File: src/rtl/uart_pkg.sv
// Shared definitions for the UART TX/RX stages: FSM encoding, parity modes and counter sizing.
package uart_pkg;

  typedef enum logic [2:0] {
    StIdle   = 3'd0,
    StStart  = 3'd1,
    StData   = 3'd2,
    StParity = 3'd3,
    StStop   = 3'd4
  } uart_state_e;

  localparam int unsigned PAR_NONE = 0;
  localparam int unsigned PAR_EVEN = 1;
  localparam int unsigned PAR_ODD  = 2;

  // Width of a counter that runs 0..n-1; never narrower than one bit.
  function automatic int unsigned cnt_width(input int unsigned n);
    return (n <= 2) ? 1 : $clog2(n);
  endfunction

endpackage

File: src/rtl/uart_tx_fifo_drain_if.sv
// Read port of a first-word-fall-through FIFO; the drain side is the master issuing pops.
interface uart_tx_fifo_drain_if #(
  parameter int unsigned DATA_WIDTH = 8
) ();

  logic                  fifo_empty;
  logic [DATA_WIDTH-1:0] fifo_rdata;
  logic                  fifo_rd;

  modport master (
    input  fifo_empty,
    input  fifo_rdata,
    output fifo_rd
  );

  modport slave (
    output fifo_empty,
    output fifo_rdata,
    input  fifo_rd
  );

endinterface

File: src/rtl/uart_bit_timer.sv
// Baud counter: runs 0..BIT_CYCLES-1 and pulses bit_end on the last cycle of each bit period.
module uart_bit_timer
  import uart_pkg::*;
#(
  parameter int unsigned BIT_CYCLES = 4
) (
  input  logic clk,
  input  logic rst,
  input  logic clear,
  output logic bit_end
);

  localparam int unsigned CntW = cnt_width(BIT_CYCLES);

  logic [CntW-1:0] cnt_q;

  assign bit_end = (cnt_q == CntW'(BIT_CYCLES - 1));

  always_ff @(posedge clk or negedge rst) begin
    if (!rst) begin
      cnt_q <= '0;
    end else if (clear || bit_end) begin
      cnt_q <= '0;
    end else begin
      cnt_q <= cnt_q + 1'b1;
    end
  end

endmodule

File: src/rtl/uart_tx_fifo_drain.sv
// UART transmitter draining a FWFT FIFO: one pop per frame, 8N1 with optional parity.
module uart_tx_fifo_drain
  import uart_pkg::*;
#(
  parameter int unsigned CLK_FREQ   = 100_000_000,
  parameter int unsigned BAUD       = 9600,
  parameter int unsigned DATA_WIDTH = 8,
  parameter int unsigned PARITY     = 0
) (
  input  logic                  clk,
  input  logic                  rst,
  uart_tx_fifo_drain_if.master  fifo,
  output logic                  tx,
  output logic                  tx_busy,
  output logic                  tx_done
);

  localparam int unsigned BitCycles = CLK_FREQ / BAUD;
  localparam int unsigned BitCntW   = cnt_width(DATA_WIDTH);

  uart_state_e           state_q, state_d;
  logic [DATA_WIDTH-1:0] shift_q, shift_d, shift_nxt;
  logic [BitCntW-1:0]    bit_cnt_q, bit_cnt_d;
  logic                  tx_q, tx_d;
  logic                  done_q, done_d;
  logic                  par_q, par_d;
  logic                  timer_clear;
  logic                  bit_end;

  uart_bit_timer #(
    .BIT_CYCLES(BitCycles)
  ) u_bit_timer (
    .clk    (clk),
    .rst    (rst),
    .clear  (timer_clear),
    .bit_end(bit_end)
  );

  // Gated by rst so no pop can leak out while the block is held in reset.
  assign fifo.fifo_rd = (state_q == StIdle) & ~fifo.fifo_empty & rst;
  assign tx_busy      = (state_q != StIdle);
  assign tx           = tx_q;
  assign tx_done      = done_q;

  always_comb begin
    state_d     = state_q;
    shift_d     = shift_q;
    bit_cnt_d   = bit_cnt_q;
    tx_d        = tx_q;
    done_d      = 1'b0;
    par_d       = par_q;
    timer_clear = 1'b0;
    shift_nxt   = shift_q >> 1;

    case (state_q)
      StIdle: begin
        timer_clear = 1'b1;
        tx_d        = 1'b1;
        if (!fifo.fifo_empty) begin
          shift_d   = fifo.fifo_rdata;
          // Parity is fixed at pop time from the whole byte.
          par_d     = (^fifo.fifo_rdata) ^ (PARITY == PAR_ODD);
          bit_cnt_d = '0;
          tx_d      = 1'b0;
          state_d   = StStart;
        end
      end
      StStart: begin
        if (bit_end) begin
          tx_d    = shift_q[0];
          state_d = StData;
        end
      end
      StData: begin
        if (bit_end) begin
          shift_d = shift_nxt;
          if (bit_cnt_q == BitCntW'(DATA_WIDTH - 1)) begin
            bit_cnt_d = '0;
            if (PARITY != PAR_NONE) begin
              tx_d    = par_q;
              state_d = StParity;
            end else begin
              tx_d    = 1'b1;
              state_d = StStop;
            end
          end else begin
            bit_cnt_d = bit_cnt_q + 1'b1;
            tx_d      = shift_nxt[0];
          end
        end
      end
      StParity: begin
        if (bit_end) begin
          tx_d    = 1'b1;
          state_d = StStop;
        end
      end
      StStop: begin
        if (bit_end) begin
          done_d  = 1'b1;
          state_d = StIdle;
        end
      end
      default: begin
        timer_clear = 1'b1;
        tx_d        = 1'b1;
        state_d     = StIdle;
      end
    endcase
  end

  always_ff @(posedge clk or negedge rst) begin
    if (!rst) begin
      state_q   <= StIdle;
      shift_q   <= '0;
      bit_cnt_q <= '0;
      tx_q      <= 1'b1;
      done_q    <= 1'b0;
      par_q     <= 1'b0;
    end else begin
      state_q   <= state_d;
      shift_q   <= shift_d;
      bit_cnt_q <= bit_cnt_d;
      tx_q      <= tx_d;
      done_q    <= done_d;
      par_q     <= par_d;
    end
  end

endmodule
File: src/flat_wrapper.sv
// flat-port wrapper written by rule: the top's interface ports become plain ports
module uart_tx_fifo_drain_flat import uart_pkg::*;
#(
  parameter int unsigned CLK_FREQ   = 100_000_000,
  parameter int unsigned BAUD       = 9600,
  parameter int unsigned DATA_WIDTH = 8,
  parameter int unsigned PARITY     = 0
)
  (clk, rst, tx, tx_busy, tx_done, fifo_fifo_empty, fifo_fifo_rdata, fifo_fifo_rd);
  uart_tx_fifo_drain_if #(.DATA_WIDTH(DATA_WIDTH)) fifo_i ();
  input  logic clk;
  input  logic rst;
  output logic tx;
  output logic tx_busy;
  output logic tx_done;
  input wire logic [$bits(fifo_i.fifo_empty)-1:0] fifo_fifo_empty;
  input wire logic [$bits(fifo_i.fifo_rdata)-1:0] fifo_fifo_rdata;
  output wire logic [$bits(fifo_i.fifo_rd)-1:0] fifo_fifo_rd;
  assign fifo_i.fifo_empty = fifo_fifo_empty;
  assign fifo_i.fifo_rdata = fifo_fifo_rdata;
  assign fifo_fifo_rd = fifo_i.fifo_rd;
  uart_tx_fifo_drain #(.CLK_FREQ(CLK_FREQ), .BAUD(BAUD), .DATA_WIDTH(DATA_WIDTH), .PARITY(PARITY)) u_core (.clk(clk), .rst(rst), .fifo(fifo_i), .tx(tx), .tx_busy(tx_busy), .tx_done(tx_done));
endmodule
File: config.mk
export PLATFORM = sky130hd
export DESIGN_NAME = uart_tx_fifo_drain_flat
export DESIGN_NICKNAME = d
export VERILOG_FILES = /design/src/rtl/uart_pkg.sv /design/src/rtl/uart_tx_fifo_drain_if.sv /design/src/rtl/uart_bit_timer.sv /design/src/rtl/uart_tx_fifo_drain.sv /design/src/flat_wrapper.sv
export SDC_FILE = /design/constraint.sdc
export NUM_CORES = 1
export LEC_CHECK = 0
export CAP_MARGIN = 20
export CORE_MARGIN = 2
export CORE_UTILIZATION = 50
export DETAILED_ROUTE_END_ITERATION = 6
export PLACE_DENSITY = 0.83
export SLEW_MARGIN = 10
export SYNTH_ARGS = -nofsm -noshare
export SYNTH_HDL_FRONTEND = slang
export SYNTH_SLANG_ARGS = --single-unit
export TNS_END_PERCENT = 50
File: constraint.sdc
create_clock -name clk -period 3.1 [get_ports clk]
set_clock_uncertainty 0.1 [all_clocks]
set_input_delay 0.62 -clock clk [delete_from_list [all_inputs] [get_ports clk]]
set_output_delay 0.62 -clock clk [all_outputs]
set_load 0.02 [all_outputs]
==> results of run 1 <==
-- final cells by class --
type	count	area [um^2]
Fill cell	234	1070
Sequential cell	30	752
Clock buffer	7	55.1
Inverter	1	3.75
Tap cell	31	38.8
Timing Repair Buffer	17	163
Clock inverter	1	5.00
Multi-Input combinational cell	103	669
-- layer usage --
| layer | share of wire | wire length, um |
|---|---|---|
| met4 | 0.026 | 70 |
| met3 | 0.040 | 109 |
| met5 | 0 | 0 |
| met1 | 0.48 | 1300 |
| met2 | 0.46 | 1240 |
-- placed cells by master, fill, tap and decap left out, types with 2 or more instances in the layout --
cell type,n
a21oi_1,4
a221o_1,7
and2_1,8
and4_1,3
buf_4,3
clkbuf_4,5
clkdlybuf4s50_1,14
dfrtp_1,29
ha_1,3
nand2_1,8
nand2b_1,2
nand3_1,7
nand4_1,2
nand4b_1,2
nor2_1,18
nor3_1,3
nor4b_1,2
o21ai_0,7
o31ai_1,3
or3_1,2
or4_1,2
xnor2_1,2
xor2_1,9
-- power by group --
group / internal (mW) / switching (mW) / leakage (nW)
combinational: 0.132 / 0.144 / 0.290
clock: 0.110 / 0.135 / 0.0353
sequential: 0.473 / 0.0626 / 0.399
-- path summary, 6_finish.rpt --
check | from | to | slack, ps
max | u_core.state_q[2]$_DFFE_PN0P_ | fifo_fifo_rd | 140
min | u_core.u_bit_timer.cnt_q[0]$_DFF_PN0_ | u_core.u_bit_timer.cnt_q[0]$_DFF_PN0_ | 390
min reg2reg | u_core.u_bit_timer.cnt_q[0]$_DFF_PN0_ | u_core.u_bit_timer.cnt_q[0]$_DFF_PN0_ | 390
max in group asynchronous | rst | u_core.tx$_DFFE_PN1P_ | 1980
max reg2reg | u_core.u_bit_timer.cnt_q[10]$_DFF_PN0_ | u_core.shift_q[0]$_DFFE_PN0P_ | 670
min in group asynchronous | rst | u_core.tx_done$_DFF_PN0_ | 620
-- registers in the layout (all words and copies together) (netlist names) --
| signal | count |
|---|---|
| u_core.shift_q | 8 |
| u_core.state_q | 3 |
| u_core.tx_done | 1 |
| u_core.u_bit_timer.cnt_q | 14 |
| u_core.bit_cnt_q | 3 |
| u_core.tx | 1 |
-- logic make-up (layout without fill, tap and decap cells) --
kind of cell,Yosys count,after routing,share of synthesized area
AO/OA/AOI/OAI,23,23,0.113
XOR/XNOR,11,11,0.0661
adder cells (fa/ha/maj),3,3,0.0258
buffers and inverters,7,26,0.0249
flip-flops,30,30,0.516
AND/OR/NAND/NOR,66,66,0.254
-- stage by stage --
| step | hold slack [ps] | std cells | worst slack [ps] | power [mW] | utilization |
|---|---|---|---|---|---|
| 3_3_place_gp | 367 | 182 | 397 | 0.802 | 0.590 |
| 6_report | 393 | 190 | 137 | 1.06 | 0.612 |
| 3_5_place_dp | 375 | 182 | 391 | 0.818 | 0.590 |
| 5_1_grt | 422 | 190 | 34.0 | 1.13 | 0.612 |
| 4_1_cts | 387 | 190 | 133 | 1.06 | 0.612 |
| 2_1_floorplan | 224 | 140 | 669 | 0.718 | - |
-- worst register-to-register path, stage by stage (launching register included) --
cell     delay [ps]
dfrtp_1         420
or4_1           560
nor4_1          580
nor2_1          280
a221o_1         370
==> qor.yml, run 1 <==
grt:
  grt_pass1_vias: 1084
  met3_usage: 0.0603
  track_usage: 0.196
  grt_max_degree: 31
  busiest_layer: "met2"
  antenna_found_initial: 0
  use_met1: 0.254
  grt_util_met2: 0.295
  grt_first_pass_wirelength_mm: 4.87
  grt.overflow.total: 0
floorplanning:
  fp-row-count: 19
  core_area_mm2: 0.00276
  die_h_um: 58.0
  initial_core_util: 0.529
  die_area_mm2: 0.00336
  num_io_pins: 15
  die_w_um: 58.0
logic_synthesis:
  synthCells: 140
  async_flop_share: 1.00
  post-synth-top-count-cell: "dfrtp_1"
  syn_avg_cell_area_um2: 10.4
  synth-main-ff-cell: "dfrtp_1"
  yosys-top-cells-count: "dfrtp_1 (29), nor2_1 (18), xor2_1 (9)"
  ys_seq_elements: 30
  syn_nets: 154
  synth_top_area_cell: "dfrtp_1"
  synth_edf_count: 0
  synth_area_mm2: 0.00146
  yosys-top-cells-area: "dfrtp_1 (50%), xor2_1 (5.4%), a221o_1 (4.8%)"
  yosys_warnings: 0
  synthDistinctLibCells: 34
  seq_area_frac_synth: 0.516
  yosysTopAreaCellShare: 0.498
place:
  place_area_mm2: 0.00163
  dp_hpwl_mm: 1.93
  routabilityCongestion: 0.843
  port_buffers: 14
routing:
  dr.pass1.iters: 4
  wirelength_mm: 2.72
  ant_nets: 0
  remaining_drc_errors: 0
  drtIter0Drc: 29
  vias_per_cell: 5.92
  dr_total_vias: 1125
  post_drt_wl_per_cell_um: 14.3
critical_path:
  crit_chain: "or3_1 -> nor2_1 -> and2_1 -> clkdlybuf4s50_1"
  crit_cells: 4
  critPathSlowestCell: "clkdlybuf4s50_1"
  start_kind: "flip-flop"
  setup.worst_path.end_class: "output port"
  worst_r2r_path_depth: 4
  worstPathArrival_ps: 2240
  cp_num_buf_inv: 1
  crit_path_max_incr_delay_ps: 620
  critical_path_class: "reg -> out"
  cp_max_fo: 10
  cp_top_family: "simple AND/OR/NAND/NOR gates"
  required_ps: 2380
timing:
  clock.fmax_ghz: 0.337
  max_slew_margin: 0.582
  report.final.hold_viol_count: 0
  worst_slew_pin_slew_ps: 621
  slew_viol_final: 0
  finalSetupViolations: 0
  rsz0062_at_grt: "no"
  min_period_ps: 2960
  fin_crit_sh: 0.956
  setup_tns_ps: 0
cts:
  cts_tree: "done"
  cts-root-buf: "clkbuf_4"
  cts-htree-levels: 2
  cts_sinks: 30
  clk_latency_ps: 330
  cts_made_buffers: 5
  cts-resized-gates: 0
  cts-hold-fix-buffers: 0
  postCtsSetupBuffers: 0
  clkTransAtPathRegs_ps: 90
  cts_buffer_depth: 2
hold_path:
  holdPathStages: 1
  hp-class: "reg -> reg"
cells_and_area:
  layout-drive-gt1-share: 0.0881
  fin_area_mm2: 0.00169
  area_growth_syn_to_layout_pct: 15.7
  n_antenna_cell: 0
  finalNetCount: 172
power_and_ir_drop:
  power.density_mw_per_mm2: 626
  ir_drop_v: 0.000395
  leakagePower_nw: 0.724
run_status:
  status: "completed"
job:
  drv_cap: 0
Power figures use the tool's default switching activity.
==> run 2: changes to the inputs <==
- CORE_MARGIN: 2 -> not set
==> run 2 against run 1 <==
Against the previous run: register-to-register slack improved by 120 ps; total power shrank 0.72%; non-clock buffer count unchanged; highest routed layer unchanged.
==> qor.yml, run 2 (synthesis results as in run 1) <==
grt:
  grt_max_degree: 31  # unchanged
  grt_first_pass_wirelength_mm: 4.82  # -1.1%
  grt.overflow.total: 0  # unchanged
  grt_pass1_vias: 1143  # +5.4%
  track_usage: 0.203  # +0.00744
  antenna_found_initial: 0  # unchanged
critical_path:
  start_kind: "flip-flop"
  required_ps: 2380  # about the same
  cp_num_buf_inv: 1  # unchanged
  crit_path_max_incr_delay_ps: 570  # -50 ps
  cp_max_fo: 10  # unchanged
  critical_path_class: "reg -> out"
  critPathSlowestCell: "clkdlybuf4s50_1"
  cp_top_family: "buffers and inverters"
  setup.worst_path.end_class: "output port"
  worstPathArrival_ps: 1860  # -380 ps
  crit_chain: "or3_1 -> clkdlybuf4s50_1"
place:
  routabilityCongestion: 0.750  # -11%
  dp_hpwl_mm: 1.96  # +1.9%
  port_buffers: 14  # unchanged
cells_and_area:
  regMostFlops: "u_core.u_bit_timer.cnt_q"
  n_antenna_cell: 0  # unchanged
  fillCellCount: 232  # -0.85%
  layout_commonest_cell: "dfrtp_1"
  multiInputGateArea_um2: 669  # unchanged
  seq_area_um2: 752  # unchanged
  largest_reg_flops: 14  # unchanged
  most-common-layout-cells: "dfrtp_1 (29), nor2_1 (18), clkdlybuf4s50_1 (13)"
  area_growth_syn_to_layout_pct: 15.9
  layout-drive-gt1-share: 0.0881  # unchanged
  reg_top3: "u_core.u_bit_timer.cnt_q x14, u_core.shift_q x8"
  finalNetCount: 172  # unchanged
timing:
  finalSetupViolations: 0  # unchanged
  setup_tns_ps: 0  # unchanged
  slew_viol_final: 0  # unchanged
  rsz0062_at_grt: "no"
  min_period_ps: 2580  # -380 ps
  report.final.hold_viol_count: 0  # unchanged
  whs_ps: 402  # +9.40 ps
  worst_slew_pin_slew_ps: 512  # -109 ps
  fin_crit_sh: 0.833  # -0.123
  max_slew_margin: 0.655  # +0.0733
  clock.fmax_ghz: 0.387  # +15%
cts:
  cts_made_buffers: 5  # unchanged
  cts-htree-levels: 2  # unchanged
  postCtsSetupBuffers: 0  # unchanged
  cts-hold-fix-buffers: 0  # unchanged
  cts-root-buf: "clkbuf_4"
  cts_sinks: 30  # unchanged
  cts_tree: "done"
  cts_buffer_depth: 2  # unchanged
  clkTransAtPathRegs_ps: 90  # about the same
  clk_latency_ps: 330  # about the same
routing:
  dr.pass1.iters: 4  # unchanged
  remaining_drc_errors: 0  # unchanged
  drtIter0Drc: 68  # +130%
  wirelength_mm: 2.77  # +2.0%
  ant_nets: 0  # unchanged
  dr_total_vias: 1125  # unchanged
  vias_per_cell: 5.92  # unchanged
  post_drt_wl_per_cell_um: 14.6  # +2.0%
floorplanning:
  num_io_pins: 15  # unchanged
  die_area_mm2: 0.00314  # -6.8%
  initial_core_util: 0.529  # unchanged
  die_h_um: 56.0  # -3.4%
  die_w_um: 56.0  # -3.4%
  core_area_mm2: 0.00276  # unchanged
  fp-row-count: 19  # unchanged
power_and_ir_drop:
  leakagePower_nw: 0.740  # +2.2%
  ir_drop_v: 0.000435  # +10%
  power.density_mw_per_mm2: 621  # -0.86%
run_status:
  status: "completed"
job:
  drv_cap: 0  # unchanged
hold_path:
  hp-class: "reg -> reg"
## run 2: cell count changes in the layout (fill, tap and decap cells not counted), sizes merged
cell | before | now
clkdlybuf4s50 | 14 | 13
dlymetal6s2s | 0 | 1
## run 2: path summary, 6_finish.rpt
check,from,to,slack (ps),depth (start not counted)
max reg2reg,u_core.u_bit_timer.cnt_q[10]$_DFF_PN0_,u_core.shift_q[4]$_DFFE_PN0P_,790,4
max in group asynchronous,rst,u_core.tx$_DFFE_PN1P_,1980,2
min reg2reg,u_core.u_bit_timer.cnt_q[0]$_DFF_PN0_,u_core.u_bit_timer.cnt_q[0]$_DFF_PN0_,400,1
min,u_core.u_bit_timer.cnt_q[0]$_DFF_PN0_,u_core.u_bit_timer.cnt_q[0]$_DFF_PN0_,400,1
max,u_core.state_q[2]$_DFFE_PN0P_,tx_busy,520,2
min in group asynchronous,rst,u_core.bit_cnt_q[2]$_DFFE_PN0P_,620,2
## run 2: per-layer routing
layer / up-vias / wire length [um] / GRT usage
met1: 544 / 1220 / 0.238
met2: 32 / 1350 / 0.335
met4: 0 / 29 / 0.0732
met5: - / 0 / 0
li1: 545 / - / -
met3: 4 / 172 / 0.0837
## run 2: through the flow
stage	area (um^2)	instances	setup WS [ps]	utilization	total power [mW]
floorplan	1460	140	669	-	0.718
global placement	1630	182	384	0.590	0.804
detailed placement	1630	182	378	0.590	0.817
CTS	1690	190	132	0.612	1.06
global route	1690	190	380	0.613	1.11
finish	1690	190	517	0.613	1.05
## run 2: power breakdown
| part | switching [mW] | leakage [nW] | total, mW | internal [mW] |
|---|---|---|---|---|
| sequential | 0.0646 | 0.399 | 0.537 | 0.473 |
| combinational | 0.142 | 0.306 | 0.273 | 0.131 |
| clock | 0.128 | 0.0353 | 0.238 | 0.110 |
| total | 0.335 | 0.740 | 1.05 | 0.713 |
## run 2: layout make-up
cell class	instances	share of cell area
clock buffer	7	0.0326
clock inverter	1	0.00296
inverter	1	0.00222
multi-input combinational	103	0.396
sequential	30	0.445
tap	31	0.0230
timing repair buffer	17	0.0978
## run 2: what timing repair did
action | in CTS | in global routing
gates resized for setup | 0 | 1
endpoints found under the setup margin | 0 | 1
hold endpoints to repair | 0 | 0
## run 2: worst reg2reg max path: cells and delay by family, from the launching register on
| kind | cells | cell delay, ps |
|---|---|---|
| and+or+nand+nor | 3 | 1330 |
| DFF | 1 | 420 |
| AOI/OAI and AO/OA | 1 | 350 |
